### config.mk
export PLATFORM = sky130hd
export DESIGN_NAME = inst_queue
export DESIGN_NICKNAME = d
export VERILOG_FILES = /design/src/rtl/inst_queue.sv
export SDC_FILE = /design/constraint.sdc
export NUM_CORES = 2
export LEC_CHECK = 0
export BUFFER_PORTS_ARGS = -buffer_cell sky130_fd_sc_hd__buf_2
export CAP_MARGIN = 20
export CORE_MARGIN = 10
export CORE_UTILIZATION = 55
export CTS_BUF_LIST = sky130_fd_sc_hd__clkbuf_2 sky130_fd_sc_hd__clkbuf_4 sky130_fd_sc_hd__clkbuf_8
export CTS_CLUSTER_SIZE = 10
export DETAILED_ROUTE_END_ITERATION = 7
export GPL_TIMING_DRIVEN = 1
export PLACE_DENSITY_LB_ADDON = 0.08
export SLEW_MARGIN = 0
export SYNTH_ARGS = -nofsm -noshare
export SYNTH_HDL_FRONTEND = slang
export SYNTH_SLANG_ARGS = --single-unit
### constraint.sdc
create_clock -name clk -period 9.1 [get_ports clk]
set_input_delay 0 -clock clk [delete_from_list [all_inputs] [get_ports clk]]
set_output_delay 0 -clock clk [all_outputs]
set_load 0.05 [all_outputs]
### src/rtl/inst_queue.sv
// Instruction queue between decode and issue: 2-wide push, 0/1/2-entry pop,
// head/head+1 presented as NOP-gated output slots.
`ifndef WIDTH_UOP
`define WIDTH_UOP 16
`endif

module inst_queue #(
   parameter int unsigned WIDTH_UOP = `WIDTH_UOP,
   parameter int unsigned DEPTH     = 8
) (
   input  logic                 clk,
   input  logic                 rstn,
   input  logic                 flush,
   input  logic [1:0]           in_valid,
   output logic                 in_ready,
   input  logic [WIDTH_UOP-1:0] in_uop0,
   input  logic [WIDTH_UOP-1:0] in_uop1,
   input  logic [4:0]           in_rd0,
   input  logic [4:0]           in_rj0,
   input  logic [4:0]           in_rk0,
   input  logic [4:0]           in_rd1,
   input  logic [4:0]           in_rj1,
   input  logic [4:0]           in_rk1,
   input  logic [31:0]          in_imm0,
   input  logic [31:0]          in_imm1,
   input  logic [6:0]           in_exception0,
   input  logic [6:0]           in_exception1,
   input  logic [31:0]          in_pc0,
   input  logic [31:0]          in_pc_next0,
   input  logic [31:0]          in_pc1,
   input  logic [31:0]          in_pc_next1,
   output logic [WIDTH_UOP-1:0] uop0,
   output logic [WIDTH_UOP-1:0] uop1,
   output logic [4:0]           rd0,
   output logic [4:0]           rj0,
   output logic [4:0]           rk0,
   output logic [4:0]           rd1,
   output logic [4:0]           rj1,
   output logic [4:0]           rk1,
   output logic [31:0]          imm0,
   output logic [31:0]          imm1,
   output logic [6:0]           exception0,
   output logic [6:0]           exception1,
   output logic [31:0]          pc0,
   output logic [31:0]          pc_next0,
   output logic [31:0]          pc1,
   output logic [31:0]          pc_next1,
   input  logic [1:0]           num_read
);

   localparam int unsigned PTR_W = $clog2(DEPTH);
   localparam int unsigned CNT_W = PTR_W + 1;
   localparam int unsigned ENT_W = 32 + 32 + 7 + 32 + 15 + WIDTH_UOP;
   localparam logic [ENT_W-1:0] NOP_ENT = {32'd4, {(ENT_W-32){1'b0}}};

   logic [ENT_W-1:0] mem [DEPTH];
   logic [PTR_W-1:0] head, tail;
   logic [PTR_W-1:0] head_p1, tail_p1;
   logic [CNT_W-1:0] count;
   logic [1:0]       push_n, pop_n;
   logic [ENT_W-1:0] wr0, wr1, ent0, ent1;

   assign head_p1  = head + PTR_W'(1);
   assign tail_p1  = tail + PTR_W'(1);
   assign in_ready = (count <= CNT_W'(DEPTH - 2));

   assign wr0 = {in_pc_next0, in_pc0, in_exception0, in_imm0, in_rd0, in_rk0, in_rj0, in_uop0};
   assign wr1 = {in_pc_next1, in_pc1, in_exception1, in_imm1, in_rd1, in_rk1, in_rj1, in_uop1};

   always_comb begin
      push_n = 2'd0;
      if (in_ready) begin
         if (in_valid == 2'b01)      push_n = 2'd1;
         else if (in_valid == 2'b11) push_n = 2'd2;
      end
   end

   // Pops saturate at the number of valid entries so NOP filler never underflows.
   always_comb begin
      pop_n = 2'd0;
      if (num_read == 2'b01) begin
         pop_n = (count >= CNT_W'(1)) ? 2'd1 : 2'd0;
      end else if (num_read == 2'b11) begin
         if (count >= CNT_W'(2))      pop_n = 2'd2;
         else if (count == CNT_W'(1)) pop_n = 2'd1;
      end
   end

   always_ff @(posedge clk) begin
      if (!rstn || flush) begin
         head  <= '0;
         tail  <= '0;
         count <= '0;
      end else begin
         head  <= head + PTR_W'(pop_n);
         tail  <= tail + PTR_W'(push_n);
         count <= count + CNT_W'(push_n) - CNT_W'(pop_n);
      end
   end

   always_ff @(posedge clk) begin
      if (rstn && !flush) begin
         if (push_n != 2'd0) mem[tail]    <= wr0;
         if (push_n == 2'd2) mem[tail_p1] <= wr1;
      end
   end

   assign ent0 = (count >= CNT_W'(1)) ? mem[head]    : NOP_ENT;
   assign ent1 = (count >= CNT_W'(2)) ? mem[head_p1] : NOP_ENT;

   assign {pc_next0, pc0, exception0, imm0, rd0, rk0, rj0, uop0} = ent0;
   assign {pc_next1, pc1, exception1, imm1, rd1, rk1, rj1, uop1} = ent1;

endmodule

==> impl_results.md <==
* Path category of the worst min-delay check: input pin to flip-flop
* Most frequent CP cell: buf_4
* Post-detailed-routing wire length at 213.3 mm
* Global-route wire length before repair at 313.9 mm
* Transition time at the pin with the least slew margin at 1.500 ns
* EDFF count, synth at 1072
* Clock network power share at 26.6%
* Number of vias per cell after detailed routing at 6.344
* Net count after synthesis at 5200
* Peak supply drop at 0.0003524 V
* Overall overflow remaining after global route at 0
* Power per unit of standard cell area at 218.9 mW/mm2
* Routability cong. at 0.8235
* Cell types with the largest area share after synthesis: edfxtp_1 51%, mux2_2 18%, mux4_2 9.7%
* Synth top area share at 51.21%
* Total via count after detailed routing at 47370
* Result of the run: completed
* Total die area at 0.1282 mm2
* FFs w/ async S/R, synth at 0%
* Leakage dissipation at 27.01 nW
* Worst path buffer plus inverter count at 4
* Number of DRC markers after the initial detailed-route iteration at 5760
* Worst slack at placement at 4.605 ns
* Final Hold Viols at 0
* Synthesis-to-layout area growth at 19.12%
* Number of distinct library cells after synthesis at 43
* Die Y at 358.1 um
* Most frequent cells after synthesis: 1072 x edfxtp_1, 1070 x nand2_1, 987 x mux2_2, 538 x a21oi_1, 270 x mux4_2
* CP peak stage delay at 0.89 ns
* Initial cell density of the core at 55.65%
* Setup CP Type: flip-flop to output pin
* Die Wd at 358.1 um
* Clock tree sinks at 1082
* Mean Syn Cell Area at 12.80 um2
* Buffers inserted during post-CTS setup optimization at 0
* Tightest slew margin relative to the limit at 0.009548%
* Total track usage at 32.54%
* Gate Count Post-Synth at 4911
* Number of design rule violations left after detail routing at 0
* Worst-skew pair later-pin latency at 0.88 ns
* Psw at 0.006892 W
* Final worst setup slack at 3.558 ns
* Final Net Count at 6088
* Slew Limit Fails at 0
* Ports at 544
* Number of max-cap violations at 0
* Ys Warns at 0
* Main flop type after synthesis: edfxtp_1
* Number of global-route vias before repair at 48790
* Worst-case clock skew at 0.03384 ns
* Sequential share of power at 34.6%
* Slowest stage cell, crit path: buf_4
* Initial DRT Pass Iterations at 6
* Standard-cell rows at 123
* Yosys top cell by area: edfxtp_1
* Maximum clock insertion buffer count at 3
* Sw Ratio at 42.05%
* Setup repair after global routing missed its margin: false
* Fraction of the cycle the final worst path needs at 60.90%
* Maximum number of pins on one net before global-route repair at 253
* Critical path cell sequence: buf_4, xor2_4, buf_4, buf_12, nand2_1, a21oi_1, or4_1, buf_2
* HPWL after detailed placement at 111.3 mm
* Setup violation total in the final timing report at 0
* Cell internal pwr at 0.009499 W
* Critical Path Sink Type: output pin
* CTS root buf: clkbuf_8
* Setup slack of the most critical reg-to-reg path at 4.20 ns
* Seq cells post-synth at 1082
* CTS tree: built
* Clock edge transition at the registers on the reported setup and hold paths at 0.06 ns
* Post-synthesis sequential area ratio at 51.53%
* Largest delay contributor family on the critical path: buffers and inverters
* Post-layout minimum cycle time at 5.542 ns
* Required time worst endpoint at 9.10 ns
* Post-synthesis instance area at 0.06286 mm2
* Proportion of layout cells with a drive suffix above 1 at 37.77%
* Library cell with the highest instance count after synthesis: edfxtp_1
* Number of buffers added on ports at 543
* Average detailed-routed wire length per instance at 28.56 um
* Cts bufs inserted at 188
* Fraction of power consumed by combinational cells at 38.7%
* Sort of element at the start of the critical path: flip-flop
* Crit Path Max Fanout at 252
* Total negative setup slack at 0 ns
* Area of the core region at 0.1130 mm2
* H-tree depth at 4
* Routed Antenna Nets at 0
* Initial antenna violation count at 32
* Arr. time, crit path at 5.54 ns
* Maximum clock rate at 180.5 MHz
-- logic make-up (layout without fill, tap and decap cells) --
family	after synthesis	count (layout)	share of synthesized area [%]
and+or+nand+nor	1388	1388	9.270
buffers and inverters	396	1426	2.970
adders and majority gates	14	14	0.3264
AOI/OAI and AO/OA	543	543	4.339
DFF	1082	1082	51.53
other	0	26	0
muxes	1480	1480	31.44
xor gates and xnor gates	8	8	0.1234
-- power by group through the flow --
| stage | Combinational, W | Sequential [W] | Clock, W |
|---|---|---|---|
| 3_3_place_gp | 0.00609 | 0.00577 | 0 |
| 2_1_floorplan | 0.00423 | 0.00574 | 0 |
| 5_1_grt | 0.00656 | 0.00568 | 0.00465 |
| 4_1_cts | 0.00630 | 0.00567 | 0.00441 |
| 6_report | 0.00635 | 0.00567 | 0.00437 |
| 3_5_place_dp | 0.00611 | 0.00577 | 0 |
-- worst paths after layout --
path | to | depth (start not counted) | from
max | pc1[0] | 8 | head[2]
min | mem[4][116] | 3 | in_pc_next0[14]
max reg2reg | mem[0][36] | 9 | tail[0]
min reg2reg | tail[2] | 2 | tail[2]
-- what timing repair did --
action                    in CTS  in global routing
hold endpoints to repair    1109                  0
gates resized for setup        0                  0
hold buffers                 464                  0
-- metrics by stage --
| step | instances | total power [W] | hold WS [ns] | cell area [um2] | utilization, % |
|---|---|---|---|---|---|
| final | 7467 | 0.01639 | 0.07799 | 74880 | 66.28 |
| after detailed placement | 6643 | 0.01188 | 0.3870 | 66550 | 58.92 |
| after floorplan | 4911 | 0.009970 | 0.2009 | 62860 | - |
| after global placement | 6642 | 0.01186 | 0.3836 | 66520 | 58.89 |
| after global routing | 7457 | 0.01689 | 0.06396 | 74850 | 66.26 |
| after CTS | 7439 | 0.01638 | 0.0002004 | 74760 | 66.18 |
-- placed cells by master, fill, tap and decap left out, drive strengths merged, types with 6 or more instances in the layout --
| master | n |
|---|---|
| diode | 26 |
| clkinv | 63 |
| nor2 | 152 |
| mux2i | 137 |
| a21oi | 538 |
| mux2 | 1073 |
| clkbuf | 261 |
| inv | 14 |
| nand3 | 7 |
| buf | 619 |
| dlygate4sd3 | 464 |
| dfxtp | 10 |
| or4 | 134 |
| nand2 | 1070 |
| mux4 | 270 |
| and2 | 6 |
| ha | 10 |
| edfxtp | 1072 |
-- state kept, by name, indices dropped and copies added, names as in the netlist --
name,cells
head,3
tail,3
count,4
mem,1072
-- metal layers --
layer	wire [um]	GRT usage, %
met5	150	0
met4	7601	12.64
met3	23510	6.731
met2	100800	51.89
met1	81240	43.65
-- final cells by class --
cell class	instances	area, um2
Antenna cell	26	65.06
Clock buffer	261	3186
Clock inverter	71	381.6
Fill cell	8548	38090
Inverter	11	41.29
Multi-Input combinational cell	3433	28790
Sequential cell	1082	32400
Tap cell	1500	1877
Timing Repair Buffer	1083	8135
-- worst register-to-register path: stages, from the launching register on --
cell           delay, ns
dfxtp_1             0.72
ha_1                0.35
nor4bb_1            0.28
buf_4               0.21
nand3_1             0.21
nor2_4              0.19
buf_4               0.81
buf_4               0.90
mux2_2              0.45
dlygate4sd3_1       0.56
Power figures use the tool's default switching activity.
